===== config.mk =====
export PLATFORM = sky130hd
export DESIGN_NAME = fifo_axis_reader
export DESIGN_NICKNAME = d
export VERILOG_FILES = /design/src/rtl/fifo_axis_pkg.sv /design/src/rtl/fifo_axis_reader.sv
export SDC_FILE = /design/constraint.sdc
export NUM_CORES = 1
export LEC_CHECK = 0
export BUFFER_PORTS_ARGS = -buffer_cell sky130_fd_sc_hd__buf_2
export CORE_UTILIZATION = 45
export CTS_CLUSTER_SIZE = 10
export DETAILED_ROUTE_END_ITERATION = 10
export PLACE_DENSITY = 0.75
export REMOVE_ABC_BUFFERS = 1
export SETUP_SLACK_MARGIN = 0.2
export SYNTH_ARGS = -nofsm -noshare
export SYNTH_HDL_FRONTEND = slang
export SYNTH_SLANG_ARGS = --single-unit

===== constraint.sdc =====
create_clock -name clk -period 2.25 [get_ports clk]
set_clock_uncertainty 0.1 [all_clocks]
set_input_delay 0.1125 -clock clk [delete_from_list [all_inputs] [get_ports clk]]
set_output_delay 0.1125 -clock clk [all_outputs]
set_load 0.05 [all_outputs]

===== src/rtl/fifo_axis_pkg.sv =====
// ============================================================================
// Module   : fifo_axis_pkg
// Purpose  : Shared state encoding and constant log2 helper for the FIFO reader.
// Revision : 1.0
// ============================================================================
`default_nettype none

package fifo_axis_pkg;

    typedef enum logic [1:0] {
        ST_IDLE  = 2'd0,
        ST_RUN   = 2'd1,
        ST_FLUSH = 2'd2,
        ST_DONE  = 2'd3
    } state_t;

    // Ceiling log2, usable in constant expressions; returns at least 1.
    function automatic int clog2(input int value);
        int result;
        result = 1;
        for (int i = 1; i < 31; i++) begin
            if ((32'sd1 <<< i) < value) result = i + 1;
        end
        return result;
    endfunction

endpackage

`default_nettype wire


===== src/rtl/fifo_axis_reader.sv =====
// ============================================================================
// Module   : fifo_axis_reader
// Purpose  : Drains xfer_len words from a FWFT FIFO as BURST_LEN-beat AXIS packets.
// Revision : 1.0
// ============================================================================
`default_nettype none

module fifo_axis_reader
    import fifo_axis_pkg::*;
#(
    parameter int DATA_BUS_WIDTH = 32,
    parameter int BURST_LEN      = 16,
    parameter int LEN_W          = 16
) (
    input  logic                      clk,
    input  logic                      rst_n,
    input  logic                      start,
    input  logic [LEN_W-1:0]          xfer_len,
    output logic                      busy,
    output logic                      done,
    output logic                      fifo_rd_en,
    input  logic [DATA_BUS_WIDTH-1:0] fifo_dout,
    input  logic                      fifo_empty,
    output logic [DATA_BUS_WIDTH-1:0] m_axis_tdata,
    output logic                      m_axis_tvalid,
    input  logic                      m_axis_tready,
    output logic                      m_axis_tlast
);

    localparam int                C_BEAT_W    = clog2(BURST_LEN);
    localparam logic [C_BEAT_W-1:0] C_LAST_BEAT = C_BEAT_W'(BURST_LEN - 1);

    state_t                    r_state;
    logic [LEN_W-1:0]          r_remaining;
    logic [C_BEAT_W-1:0]       r_beat;
    logic [DATA_BUS_WIDTH-1:0] r_tdata;
    logic                      r_tvalid;
    logic                      r_tlast;
    logic                      r_busy;
    logic                      r_done;
    logic                      w_load;
    logic                      w_load_last;

    // A word moves into the output register whenever it is empty or draining.
    assign w_load      = (r_state == ST_RUN) && !fifo_empty && (!r_tvalid || m_axis_tready);
    assign w_load_last = (r_beat == C_LAST_BEAT) || (r_remaining == LEN_W'(1));

    assign fifo_rd_en    = w_load;
    assign m_axis_tdata  = r_tdata;
    assign m_axis_tvalid = r_tvalid;
    assign m_axis_tlast  = r_tlast;
    assign busy          = r_busy;
    assign done          = r_done;

    always_ff @(posedge clk or negedge rst_n) begin
        if (!rst_n) begin
            r_state     <= ST_IDLE;
            r_remaining <= '0;
            r_beat      <= '0;
            r_tdata     <= '0;
            r_tvalid    <= 1'b0;
            r_tlast     <= 1'b0;
            r_busy      <= 1'b0;
            r_done      <= 1'b0;
        end else begin
            if (w_load) begin
                r_tdata     <= fifo_dout;
                r_tvalid    <= 1'b1;
                r_tlast     <= w_load_last;
                r_remaining <= r_remaining - LEN_W'(1);
                r_beat      <= w_load_last ? '0 : r_beat + C_BEAT_W'(1);
            end else if (r_tvalid && m_axis_tready) begin
                r_tvalid <= 1'b0;
                r_tlast  <= 1'b0;
            end

            case (r_state)
                ST_IDLE: begin
                    r_done <= 1'b0;
                    if (start) begin
                        r_busy <= 1'b1;
                        if (xfer_len != '0) begin
                            r_remaining <= xfer_len;
                            r_beat      <= '0;
                            r_state     <= ST_RUN;
                        end else begin
                            r_state <= ST_DONE;
                            r_done  <= 1'b1;
                        end
                    end
                end
                ST_RUN: begin
                    if (w_load && (r_remaining == LEN_W'(1))) r_state <= ST_FLUSH;
                end
                ST_FLUSH: begin
                    // Only the final beat can be pending here.
                    if (r_tvalid && m_axis_tready) begin
                        r_state <= ST_DONE;
                        r_done  <= 1'b1;
                    end
                end
                ST_DONE: begin
                    r_done  <= 1'b0;
                    r_busy  <= 1'b0;
                    r_state <= ST_IDLE;
                end
                default: begin
                    r_state <= ST_IDLE;
                    r_busy  <= 1'b0;
                    r_done  <= 1'b0;
                end
            endcase
        end
    end

endmodule

`default_nettype wire

Word level (Yosys, flattened, before mapping)
Index checks and enable logic that the tools add are counted.

Add/sub/neg operators: 2. Equality and inequality tests: 8. Mux-type cells: 23. Reductions and logical operators: 16.

Operators with widths (number): 16-bit 2-to-1 mux (4); 4-bit 2-to-1 mux (5); 16-bit by 1-bit == test with 1-bit output (second input constant) (1); 16-bit nonzero test (1); 16-bit by 1-bit subtractor with 16-bit output (second input constant) (1); 2-bit 2-to-1 mux (4); 2-bit case mux with 4 select lines (1); 1-bit 2-to-1 mux (7); 4-bit by 1-bit adder with 4-bit output (second input constant) (1); 2-bit == test (second input constant) (2); 4-bit == test (second input constant) (1); 1-bit logical AND (4); 2-bit inequality test (second input constant) (2); 2-bit AND reduction (2); 2-bit nonzero test (2); 1-bit case mux with 3 select lines (1); 3-bit AND reduction (1); 3-bit nonzero test (1); 2-bit by 1-bit == test with 1-bit output (second input constant) (1); 1-bit zero test (2); 2-bit zero test (1); 1-bit logical OR (2); 2-bit by 1-bit inequality test with 1-bit output (second input constant) (1); 1-bit case mux with 2 select lines (1).

Bits in registers: 58. Bits of input ports: 53. Output and inout bits: 37. Word-level logic and storage cells: 57.

Logic depth before layout (Yosys ltp)
Depth after elaboration: 7. Mapped depth: 9. Depth with buffers taken out: 8.

Worst setup path after synthesis
No wires, ideal clock.

Kind: register -> register. Start point: reg r_state[1]. End point: reg r_tdata[19] (netlist: m_axis_tdata[19]). Setup time: 0.067 ns. Arrival: 2.361 ns. Required time: 2.083 ns. Setup slack: -0.278 ns. Cell stages (with the launch flop): 10. Buffers on the path: 2. Clock period less this slack: 2.528 ns. Cell sequence: dfrtp_1 -> inv_1 -> ha_1 -> nor2b_1 -> nand2_1 -> inv_1 -> clkbuf_1 -> buf_1 -> nand2_1 -> nand2_1.

Longest elaborated chain between the ends: 3.

RTL lines: start: declaration (RTL line fifo_axis_reader.sv:33) `state_t r_state;`; start signal: assignment (RTL line fifo_axis_reader.sv:57) `r_state <= ST_IDLE;`; start signal: assignment (RTL line fifo_axis_reader.sv:85) `r_state <= ST_RUN;`; start signal: assignment (RTL line fifo_axis_reader.sv:87) `r_state <= ST_DONE;`; 2-bit by 1-bit == test with 1-bit output (RTL line fifo_axis_reader.sv:45) `assign w_load = (r_state == ST_RUN) && !fifo_empty && (!r_tvalid || m_axis_tready);`; 1-bit logical AND (2 in series) (RTL line fifo_axis_reader.sv:45); via fifo_rd_en (RTL line fifo_axis_reader.sv:21) `output logic fifo_rd_en,`; end signal: assignment (RTL line fifo_axis_reader.sv:67) `r_tdata <= fifo_dout;`; end: declaration (RTL line fifo_axis_reader.sv:36) `logic [DATA_BUS_WIDTH-1:0] r_tdata;`.

The timed path passes the listed nets, and every way through them passes these cells. A chain may end at the register's enable or synchronous reset.

Final worst setup path
Start point: reg r_remaining[3]. End point: reg r_state[0].

Longest elaborated chain between the ends: 4.

RTL lines: start: declaration (RTL line fifo_axis_reader.sv:34) `logic [LEN_W-1:0] r_remaining;`; start signal: assignment (RTL line fifo_axis_reader.sv:70) `r_remaining <= r_remaining - LEN_W'(1);`; start signal: assignment (RTL line fifo_axis_reader.sv:83) `r_remaining <= xfer_len;`; 16-bit by 1-bit == test with 1-bit output (RTL line fifo_axis_reader.sv:93) `if (w_load && (r_remaining == LEN_W'(1))) r_state <= ST_FLUSH;`; 1-bit logical AND (RTL line fifo_axis_reader.sv:93); 2-bit by 1-bit inequality test with 1-bit output (no line); 3-bit AND reduction (no line); end signal: assignment (RTL line fifo_axis_reader.sv:93); end signal: assignment (RTL line fifo_axis_reader.sv:98) `r_state <= ST_DONE;`; end signal: assignment (RTL line fifo_axis_reader.sv:105) `r_state <= ST_IDLE;`.

Every way passes these cells.

==> metrics.txt <==
status complete, but fails checks; failing checks negative setup slack; critical path arrival 2510 ps; final setup vio count 4; combinational group share of total power 33.6%; Vias 2708; r2r setup slk -110 ps; max_cap viols 0; max-slew violations 0; main area contributors after synthesis dfrtp_1 (54%), nand2_1 (16%), ha_1 (3.7%); n_diodes 0; setup ws final -107.9 ps; RSZ-0062 raised after global routing yes; dominant synthesized flop cell dfrtp_1; Worst setup SP type flip-flop; Num Clock Sinks 58; number of global-route vias before repair 2649; CTS H-tree depth 3; initial core utilization 47.77%; Synth area leader dfrtp_1; wire length on met3 460 µm; root buf cell clkbuf_8; most frequent cell after synthesis nand2_1; P_sw 1.380 mW; number of port buffers 89; crit end category flip-flop; crit path max fanout 2; setup_tns -198.9 ps; number of flops mapped to enable cells by yosys 0; total grt overflow 0; # IOs 90; initial antenna violation count 0; Tmin final 2358 ps; synth warn 0; DR vias/cell 5.062; asr flop ratio synth 100.0%; Iteration-0 DRC Markers 115; sequential area share after synthesis 53.85%; Core ar. 5642 µm²; Die X 79.39 µm; Final Cycle Share 104.8%; worst slew pin tran 437.2 ps; Detail Route Antenna Nets 0; Yosys top cell area share 53.85%; die outline area 6303 µm²; first-pass GRT wire length 12.46 mm; Max-slew headroom 70.85%; CTS tree built; Routed met1 length 3.470 mm; Hold Vio Cnt, Final 0; Placed Cells 462; Cell variety after synth 36; share of cells above drive strength 1 32.83%; Post-Layout Cell Count 535; flops & latches, synth 58; routed wl met2 3.920 mm; list of most frequent post-synthesis cells nand2_1 (116), dfrtp_1 (58), o21ai_0 (17); sequential power share 38.1%; nets@finish 519; Internal Pwr Total 2.421 mW; WL final 7.956 mm; maximum vdd drop 607.6 µV; largest net degree at the start of global routing 59; synthesized area per cell 9.074 µm²; Num CTS Buffers 9; wire length per cell 14.87 µm; clock share of power 28.3%; Clk pin slew, worst setup/hold paths 70 ps; Tot GR Track Use 26.43%; die height 79.39 µm; Final HPWL DP 4.215 mm; HP Start fifo_empty; drt first pass iters 4; Area growth syn-to-layout 59.42%; uppermost layer routed met4; worst reg2reg path startpoint r_remaining[3]; Fmax achieved 424.1 MHz; Final GP Congestion 0.8470; Leak 2.125 nW; Synth Instances 297; CP Class flip-flop to flip-flop; switching share of power 36.30%; worst hold path class primary input to flip-flop; Row Count 27; Residual DRC 0; Critical Path RT 2400 ps; clk_lat worst skew 340 ps; pwr dens 884.7 nW/µm²; CTS Buffer Depth 2; CP Launch Point r_remaining[3]; Mapped Area 2695 µm²
-- stage by stage --
step / util, % / hold WS (ps) / total power, mW / instance area [µm²] / setup slack [ps]
6_report: 76.16 / 20.18 / 3.801 / 4297 / -107.9
5_1_grt: 76.16 / 33.45 / 3.999 / 4297 / -156.9
4_1_cts: 74.38 / 18.32 / 3.682 / 4197 / -65.08
3_5_place_dp: 58.95 / 38.81 / 2.449 / 3326 / -126.6
3_3_place_gp: 58.95 / 41.34 / 2.419 / 3326 / -52.33
2_1_floorplan: - / -283.1 / 2.056 / 2653 / -1218
-- area by class of cell --
cell class              instances  area (µm²)
flip-flops and latches         58        1451
fillers                       373        1345
multi-input cells             222        1338
repair buffers                161        1176
clock buffers                  11       141.4
well taps                      72       90.09
clock inverters                 5       77.57
inverters                       6       22.52
-- worst max-delay path, stage by stage (launching register included) --
cell     delay [ps]
dfrtp_1         400
or4_4           550
or4b_4          500
a221o_1         330
a21oi_2         170
mux2i_1         230
-- registers in the layout (all words and copies together) (netlist names) --
register	cells
m_axis_tdata	32
r_remaining	16
r_beat	4
r_state	2
busy	1
done	1
m_axis_tlast	1
m_axis_tvalid	1
-- cell usage in the layout, fill, tap and decap left out, types with 5 or more instances in the layout --
cell,n
xor2_1,6
o21ai_0,10
a21oi_1,6
nand2_1,116
nor2_1,8
inv_1,5
buf_2,88
dlygate4sd3_1,49
clkbuf_8,10
o21ai_1,6
ha_1,7
dfrtp_1,58
xnor2_1,10
buf_4,17
nor3_4,5
-- worst paths after layout --
check                      cells past startpoint               end
max                                            5        r_state[0]
min                                            3     m_axis_tvalid
max reg2reg                                    5        r_state[0]
min reg2reg                                    2  m_axis_tdata[18]
max in group asynchronous                      3    r_remaining[3]
min in group asynchronous                      3              busy
-- power by group through the flow --
stage / combinational [mW] / sequential (mW) / clock, mW
CTS: 1.19 / 1.41 / 1.08
global route: 1.38 / 1.47 / 1.15
floorplan: 0.347 / 1.71 / 0
finish: 1.28 / 1.45 / 1.07
global placement: 1.01 / 1.41 / 0
detailed placement: 1.03 / 1.42 / 0
-- kinds of logic after synthesis --
group / Yosys count / share of synthesized area (%)
fa+ha+maj: 8 / 3.714
compound gates: 31 / 6.732
xor+xnor: 16 / 5.199
simple gates: 162 / 26.18
mux: 5 / 1.903
flops: 58 / 53.85
buf+inv: 17 / 2.414
-- timing repair --
| action | CTS | global route |
|---|---|---|
| setup endpoints to repair | 21 | 22 |
| setup buffers | 5 | 2 |
| hold buffers | 49 | 0 |
| endpoints found under the hold margin | 106 | 0 |
| cloned | 1 | 0 |
| pin swaps | 13 | 5 |
| resized for setup | 26 | 17 |
-- layer usage --
metal | track usage, % | up-vias
met2 | 42.24 | 101
met1 | 34.03 | 1294
met5 | 0 | -
met3 | 7.771 | 9
met4 | 9.636 | 0
li1 | - | 1304
(Power assumes the default switching activity.)
